### config.mk
export PLATFORM = sky130hd
export DESIGN_NAME = elevator_request_scheduler
export DESIGN_NICKNAME = d
export VERILOG_FILES = /design/src/rtl/elevator_pkg.sv /design/src/rtl/elevator_floor_select.sv /design/src/rtl/elevator_request_scheduler.sv
export SDC_FILE = /design/constraint.sdc
export NUM_CORES = 1
export LEC_CHECK = 0
export CAP_MARGIN = 20
export CELL_PAD_IN_SITES_DETAIL_PLACEMENT = 1
export CELL_PAD_IN_SITES_GLOBAL_PLACEMENT = 1
export CORE_ASPECT_RATIO = 0.6
export CORE_UTILIZATION = 42
export CTS_CLUSTER_DIAMETER = 120
export DETAILED_ROUTE_END_ITERATION = 7
export GPL_TIMING_DRIVEN = 0
export PLACE_DENSITY_LB_ADDON = 0.12
export SYNTH_ARGS = -nofsm -noshare
export SYNTH_HDL_FRONTEND = slang
export SYNTH_SLANG_ARGS = --single-unit
### constraint.sdc
create_clock -name clk -period 4 [get_ports clk]
set_clock_uncertainty 0.2 [all_clocks]
set_input_delay 0.8 -clock clk [delete_from_list [all_inputs] [get_ports clk]]
set_output_delay 0.8 -clock clk [all_outputs]
set_load 0.02 [all_outputs]
### src/rtl/elevator_pkg.sv
// Shared definitions for the elevator request scheduler: FSM state encoding
// and default geometry/timing parameters.
package elevator_pkg;

    localparam int NUM_FLOORS_DEF   = 10;
    localparam int FLOOR_W_DEF      = 4;
    localparam int DWELL_CYCLES_DEF = 1000;

    typedef enum logic [1:0] {
        ST_IDLE       = 2'd0,
        ST_SERVE_UP   = 2'd1,
        ST_SERVE_DOWN = 2'd2,
        ST_DWELL      = 2'd3
    } state_t;

endpackage

### src/rtl/elevator_floor_select.sv
// Combinational LOOK lookups: nearest pending call above and below the car,
// plus whether a call is waiting at the car's own floor.
module floor_select
    import elevator_pkg::*;
#(
    parameter int NUM_FLOORS = NUM_FLOORS_DEF,
    parameter int FLOOR_W    = FLOOR_W_DEF
) (
    input  logic [NUM_FLOORS-1:0] pending,
    input  logic [FLOOR_W-1:0]    car_floor,
    output logic                  floor_legal,
    output logic                  here_found,
    output logic [FLOOR_W-1:0]    above,
    output logic                  above_found,
    output logic [FLOOR_W-1:0]    below,
    output logic                  below_found
);

    // An out-of-range car floor matches nothing, so every flag stays low.
    always_comb begin
        floor_legal = ({1'b0, car_floor} < (FLOOR_W + 1)'(NUM_FLOORS));
        here_found  = 1'b0;
        above       = {FLOOR_W{1'b0}};
        above_found = 1'b0;
        below       = {FLOOR_W{1'b0}};
        below_found = 1'b0;
        // Scan downward so the last hit is the lowest floor above the car.
        for (int i = NUM_FLOORS - 1; i >= 0; i--) begin
            above_found = above_found | (floor_legal && pending[i] && (FLOOR_W'(i) > car_floor));
            above       = (floor_legal && pending[i] && (FLOOR_W'(i) > car_floor)) ? FLOOR_W'(i) : above;
        end
        // Scan upward so the last hit is the highest floor below the car.
        for (int j = 0; j < NUM_FLOORS; j++) begin
            below_found = below_found | (floor_legal && pending[j] && (FLOOR_W'(j) < car_floor));
            below       = (floor_legal && pending[j] && (FLOOR_W'(j) < car_floor)) ? FLOOR_W'(j) : below;
            here_found  = here_found | (floor_legal && pending[j] && (FLOOR_W'(j) == car_floor));
        end
    end

endmodule

### src/rtl/elevator_request_scheduler.sv
// LOOK scheduler: latches floor calls, steers the car controller through
// target_floor/target_valid and times the door dwell at each served floor.
module elevator_request_scheduler
    import elevator_pkg::*;
#(
    parameter int NUM_FLOORS   = NUM_FLOORS_DEF,
    parameter int FLOOR_W      = FLOOR_W_DEF,
    parameter int DWELL_CYCLES = DWELL_CYCLES_DEF
) (
    input  logic                  clk,
    input  logic                  reset,
    input  logic [NUM_FLOORS-1:0] req_pulse,
    input  logic [FLOOR_W-1:0]    car_floor,
    input  logic                  car_idle,
    output logic [FLOOR_W-1:0]    target_floor,
    output logic                  target_valid,
    output logic                  door_open,
    output logic                  dir_up,
    output logic [NUM_FLOORS-1:0] pending
);

    localparam int CNT_W = (DWELL_CYCLES > 1) ? $clog2(DWELL_CYCLES) : 1;
    localparam logic [CNT_W-1:0] DWELL_LAST = CNT_W'(DWELL_CYCLES - 1);

    state_t                  state_r;
    logic [NUM_FLOORS-1:0]   pending_r;
    logic [NUM_FLOORS-1:0]   clear_mask_s;
    logic [FLOOR_W-1:0]      target_floor_r;
    logic                    target_valid_r;
    logic                    door_open_r;
    logic                    dir_up_r;
    logic [CNT_W-1:0]        dwell_cnt_r;
    logic                    floor_legal_s;
    logic                    here_found_s;
    logic [FLOOR_W-1:0]      above_s;
    logic                    above_found_s;
    logic [FLOOR_W-1:0]      below_s;
    logic                    below_found_s;

    floor_select #(
        .NUM_FLOORS (NUM_FLOORS),
        .FLOOR_W    (FLOOR_W)
    ) u_floor_select (
        .pending     (pending_r),
        .car_floor   (car_floor),
        .floor_legal (floor_legal_s),
        .here_found  (here_found_s),
        .above       (above_s),
        .above_found (above_found_s),
        .below       (below_s),
        .below_found (below_found_s)
    );

    // Only the floor the doors are open at is cleared, so a call there during dwell is absorbed.
    always_comb begin
        clear_mask_s = {NUM_FLOORS{1'b0}};
        for (int i = 0; i < NUM_FLOORS; i++) begin
            clear_mask_s[i] = (state_r == ST_DWELL) && floor_legal_s && (car_floor == FLOOR_W'(i));
        end
    end

    // Outstanding-call bitmap; clear beats a simultaneous set.
    always_ff @(posedge clk or posedge reset) begin
        if (reset) begin
            pending_r <= {NUM_FLOORS{1'b0}};
        end else begin
            pending_r <= (pending_r | req_pulse) & ~clear_mask_s;
        end
    end

    // Scheduler FSM with dwell counter and registered car-controller outputs.
    always_ff @(posedge clk or posedge reset) begin
        if (reset) begin
            state_r        <= ST_IDLE;
            target_floor_r <= {FLOOR_W{1'b0}};
            target_valid_r <= 1'b0;
            door_open_r    <= 1'b0;
            dir_up_r       <= 1'b1;
            dwell_cnt_r    <= {CNT_W{1'b0}};
        end else if (!floor_legal_s) begin
            state_r <= state_r;
        end else begin
            case (state_r)
                ST_IDLE: begin
                    target_valid_r <= 1'b0;
                    if (here_found_s) begin
                        state_r     <= ST_DWELL;
                        door_open_r <= 1'b1;
                        dwell_cnt_r <= {CNT_W{1'b0}};
                    end else if (above_found_s) begin
                        state_r        <= ST_SERVE_UP;
                        dir_up_r       <= 1'b1;
                        target_floor_r <= above_s;
                        target_valid_r <= 1'b1;
                    end else if (below_found_s) begin
                        state_r        <= ST_SERVE_DOWN;
                        dir_up_r       <= 1'b0;
                        target_floor_r <= below_s;
                        target_valid_r <= 1'b1;
                    end else begin
                        state_r <= ST_IDLE;
                    end
                end
                ST_SERVE_UP: begin
                    if (car_idle && (car_floor == target_floor_r) && target_valid_r) begin
                        state_r        <= ST_DWELL;
                        target_valid_r <= 1'b0;
                        door_open_r    <= 1'b1;
                        dwell_cnt_r    <= {CNT_W{1'b0}};
                    end else if (above_found_s && (above_s < target_floor_r)) begin
                        target_floor_r <= above_s;
                        target_valid_r <= 1'b1;
                    end else begin
                        target_valid_r <= 1'b1;
                    end
                end
                ST_SERVE_DOWN: begin
                    if (car_idle && (car_floor == target_floor_r) && target_valid_r) begin
                        state_r        <= ST_DWELL;
                        target_valid_r <= 1'b0;
                        door_open_r    <= 1'b1;
                        dwell_cnt_r    <= {CNT_W{1'b0}};
                    end else if (below_found_s && (below_s > target_floor_r)) begin
                        target_floor_r <= below_s;
                        target_valid_r <= 1'b1;
                    end else begin
                        target_valid_r <= 1'b1;
                    end
                end
                ST_DWELL: begin
                    target_valid_r <= 1'b0;
                    if (dwell_cnt_r == DWELL_LAST) begin
                        door_open_r <= 1'b0;
                        dwell_cnt_r <= {CNT_W{1'b0}};
                        // Keep the sweep direction while calls lie ahead, otherwise reverse.
                        if ((dir_up_r && above_found_s) || (!dir_up_r && !below_found_s && above_found_s)) begin
                            state_r        <= ST_SERVE_UP;
                            dir_up_r       <= 1'b1;
                            target_floor_r <= above_s;
                            target_valid_r <= 1'b1;
                        end else if (below_found_s) begin
                            state_r        <= ST_SERVE_DOWN;
                            dir_up_r       <= 1'b0;
                            target_floor_r <= below_s;
                            target_valid_r <= 1'b1;
                        end else begin
                            state_r <= ST_IDLE;
                        end
                    end else begin
                        door_open_r <= 1'b1;
                        dwell_cnt_r <= dwell_cnt_r + CNT_W'(1);
                    end
                end
                default: begin
                    state_r        <= ST_IDLE;
                    target_valid_r <= 1'b0;
                    door_open_r    <= 1'b0;
                    dwell_cnt_r    <= {CNT_W{1'b0}};
                end
            endcase
        end
    end

    assign target_floor = target_floor_r;
    assign target_valid = target_valid_r;
    assign door_open    = door_open_r;
    assign dir_up       = dir_up_r;
    assign pending      = pending_r;

endmodule

==> results.py <==
metrics = {
    "critical_path": {
        "path_buf_inv": 5,
        "worstPathRequired_ps": 3990,
        "reg2reg_from": "pending[2]$_DFF_PP0_",
        "rr_worst_depth": 11,
        "critPathMostFrequentCell": "buf_6",
        "ff2ff_setup_slack_ps": 500,
        "crit_arrival_ps": 3860,
        "worstSetupPathType": "in -> reg",
        "endpoint_kind": "register",
        "critPathMaxStageDelay_ps": 310,
        "cp-start-kind": "input pin",
        "critPathSlowestCell": "o31a_1",
        "path_delay_family": "compound AO/OA/AOI/OAI gates",
        "r2r_end": "target_floor[2]$_DFFE_PP0P_",
        "critPathMaxFanout": 10,
        "path_cells": "buf_6 > buf_6 > buf_6 > clkbuf_8 > nand2b_4 > o22ai_1 > a31o_2 > o221ai_1 > a21oi_2 > inv_1 > ha_1 > nor2b_1 > o21ai_0 > nand2b_1 > a21oi_1 > o31a_1 > nor4b_4 > a21bo_1 > a22o_1",
    },
    "final_layout": {
        "area.growth.synth_to_final_pct": 27.1,
        "final_common_cell": "nor2_1",
        "instances_no_fill": 438,
        "utilization_pct": 57.0,
        "final_cell_mix": "nor2_1 (33), clkdlybuf4s50_1 (29), dfrtp_1 (28)",
        "nets": 387,
        "layout-drive-gt1-share_pct": 15.1,
        "antenna_cells": 0,
    },
    "grt": {
        "antenna_found_initial": 0,
        "grt_pass1_vias": 2649,
        "grtUsageTotal_pct": 28.3,
        "grt_max_degree": 23,
        "grt_pass1_wl_um": 14000,
        "globalRouteOverflowTotal": 0,
    },
    "floorplan": {
        "die_h_um": 62.7,
        "ios": 34,
        "fp-row-count": 21,
        "start_util_pct": 44.8,
        "die_x_um": 103,
        "die_area_sq_um": 6470,
        "core_sq_um": 5750,
    },
    "cts": {
        "numCtsBuffers": 5,
        "clk_pin_slew_ps": 80,
        "worstSkewPairLatency_ps": 290,
        "clockBufferDepth": 2,
        "cts_tree": "built",
        "htreeDepth": 2,
        "clock-sinks": 29,
        "cts-root-buf": "clkbuf_8",
        "cts_hold_buffers": 0,
    },
    "min_path": {
        "hold_depth": 1,
        "holdPathEnd": "door_open$_DFFE_PP0P_",
        "hp-start": "door_open$_DFFE_PP0P_",
        "hold_path.class": "reg -> reg",
    },
    "place": {
        "dp_cells": 422,
        "place.port_buffers": 31,
        "dp_hpwl_um": 6540,
        "routabilityCongestion": 0.890,
    },
    "route": {
        "route.detailed.drc": 0,
        "vias_per_cell": 6.13,
        "totalWireLength_um": 8770,
        "ant_nets": 0,
        "first_pass_iters": 4,
        "drt_iter0_drc": 132,
        "wl_per_cell_um": 20.0,
        "num_vias": 2687,
    },
    "yosys": {
        "synth_warnings": 0,
        "synth_ff_type": "dfrtp_1",
        "syn-instance-count": 310,
        "ys_seq_area_share_pct": 28.2,
        "syn_nets": 339,
        "synth-seq-cells": 29,
        "synth_area_per_cell_sq_um": 8.32,
        "ys_types": 71,
        "synth_edf_count": 0,
        "syn-cell-area_sq_um": 2580,
        "async_flop_share_pct": 100,
    },
    "timing": {
        "clock.fmax_mhz": 258,
        "final.setup.tns_ps": 0,
        "tightestPinTransition_ps": 723,
        "post-route-min-period_ps": 3870,
        "hold_viol": 0,
        "rsz0062_at_grt": "no",
        "slew_headroom_pct": 51.6,
        "period_share_pct": 96.8,
        "drv_slew": 0,
        "holdWs_ps": 311,
        "finalSetupViolCount": 0,
    },
    "job": {
        "max-cap-violations": 0,
    },
    "outcome": {
        "outcome": "finished, final reports clean",
    },
    "power": {
        "p_leak_nw": 1.34,
        "ir_worst_vdd_uv": 188,
        "powerDensity_nw_per_um2": 492,
    },
}
## how the worst max path moves through the flow
stage,cells past startpoint,endpoint,start
global route,19,target_floor[2]$_DFFE_PP0P_,car_floor[1]
global placement,17,target_floor[2]$_DFFE_PP0P_,car_floor[0]
finish,19,target_floor[2]$_DFFE_PP0P_,car_floor[1]
CTS,16,target_floor[2]$_DFFE_PP0P_,car_floor[0]
floorplan,19,target_floor[2]$_DFFE_PP0P_,car_floor[1]
detailed placement,17,target_floor[2]$_DFFE_PP0P_,car_floor[0]
## power breakdown
| part | switching, W | leakage [nW] | internal, W | total [W] |
|---|---|---|---|---|
| combinational | 0.000498 | 0.952 | 0.000380 | 0.000878 |
| sequential | 0.0000750 | 0.335 | 0.000345 | 0.000420 |
| clock | 0.000133 | 0.0540 | 0.000181 | 0.000315 |
| total | 0.000706 | 1.34 | 0.000906 | 0.00161 |
## registers in the layout, indices dropped and copies added, names as in the netlist
| register | cells |
|---|---|
| target_valid | 1 |
| door_open | 1 |
| dir_up | 1 |
| state_r | 2 |
| dwell_cnt_r | 10 |
| pending | 10 |
| target_floor | 4 |
## kinds of logic after synthesis
logic type	Yosys count	share of synthesized area [%]
buffers and inverters	35	7.23
adder cells (fa/ha/maj)	12	5.82
multiplexers	5	2.04
AO/OA/AOI/OAI	105	28.8
AND/OR/NAND/NOR	113	24.2
flip-flops	29	28.2
XOR/XNOR	11	3.74
## cell type report
type,instances,area (sq um)
Multi-Input combinational cell,246,1710
Timing Repair Buffer,42,408
Fill cell,693,2480
Tap cell,80,100
Clock inverter,2,35.0
Sequential cell,29,727
Inverter,15,56.3
Buffer,19,169
Clock buffer,5,68.8
## per-stage QoR
stage | setup slack, ps | total power (W) | cell area [sq um]
after CTS | 6.77 | 0.00158 | 3200
after global routing | 12.5 | 0.00170 | 3280
after floorplan | 9.82 | 0.000977 | 2590
final | 130 | 0.00161 | 3280
after global placement | -1020 | 0.00121 | 3000
after detailed placement | -1110 | 0.00123 | 3030
## cell usage after synthesis, drive strengths merged, types with 2 or more instances
cell type,number,share of area [%]
nand2b,6,1.5
o21a,3,0.87
xnor2,7,2.4
mux2i,3,1.2
nor2,34,5.0
xor2,4,1.4
clkbuf,7,1.0
o32ai,3,1.0
o22ai,4,0.97
nor2b,7,1.7
o21bai,2,0.58
a31oi,8,1.9
nand3b,2,0.58
o22a,2,0.68
nor3,6,1.2
nor3b,3,1.3
nand3,13,2.5
a21bo,2,0.78
ha,12,5.8
nor4,4,1.2
dfrtp,28,27
and3,4,0.97
o2bb2ai,3,1.0
a221oi,2,0.68
and2,2,0.49
o221ai,2,0.68
mux2,2,0.87
a22oi,4,1.2
o21ai,22,4.3
nor4b,2,1.3
or3,3,0.73
a22o,5,1.7
inv,15,2.2
a41o,2,0.78
nand2,15,2.2
a21o,4,1.2
a211o,2,0.68
a21boi,3,0.87
nand4,5,1.2
buf,13,4.0
a21oi,19,3.7
## metal layers
layer	vias up	global-route usage [%]	share of wire, %
met5	-	0	0
li1	1257	-	-
met1	1329	43.5	50
met2	88	40.4	42
met3	13	5.70	6.7
met4	0	5.99	1.1
## repair_timing
item | 4_1_cts | 5_1_grt
gates resized for setup | 15 | 8
pin swaps | 3 | 5
setup endpoints to repair | 4 | 4
gates cloned | 0 | 1
buffers inserted | 4 | 5
Note: power is estimated with default switching activity, not from simulation.
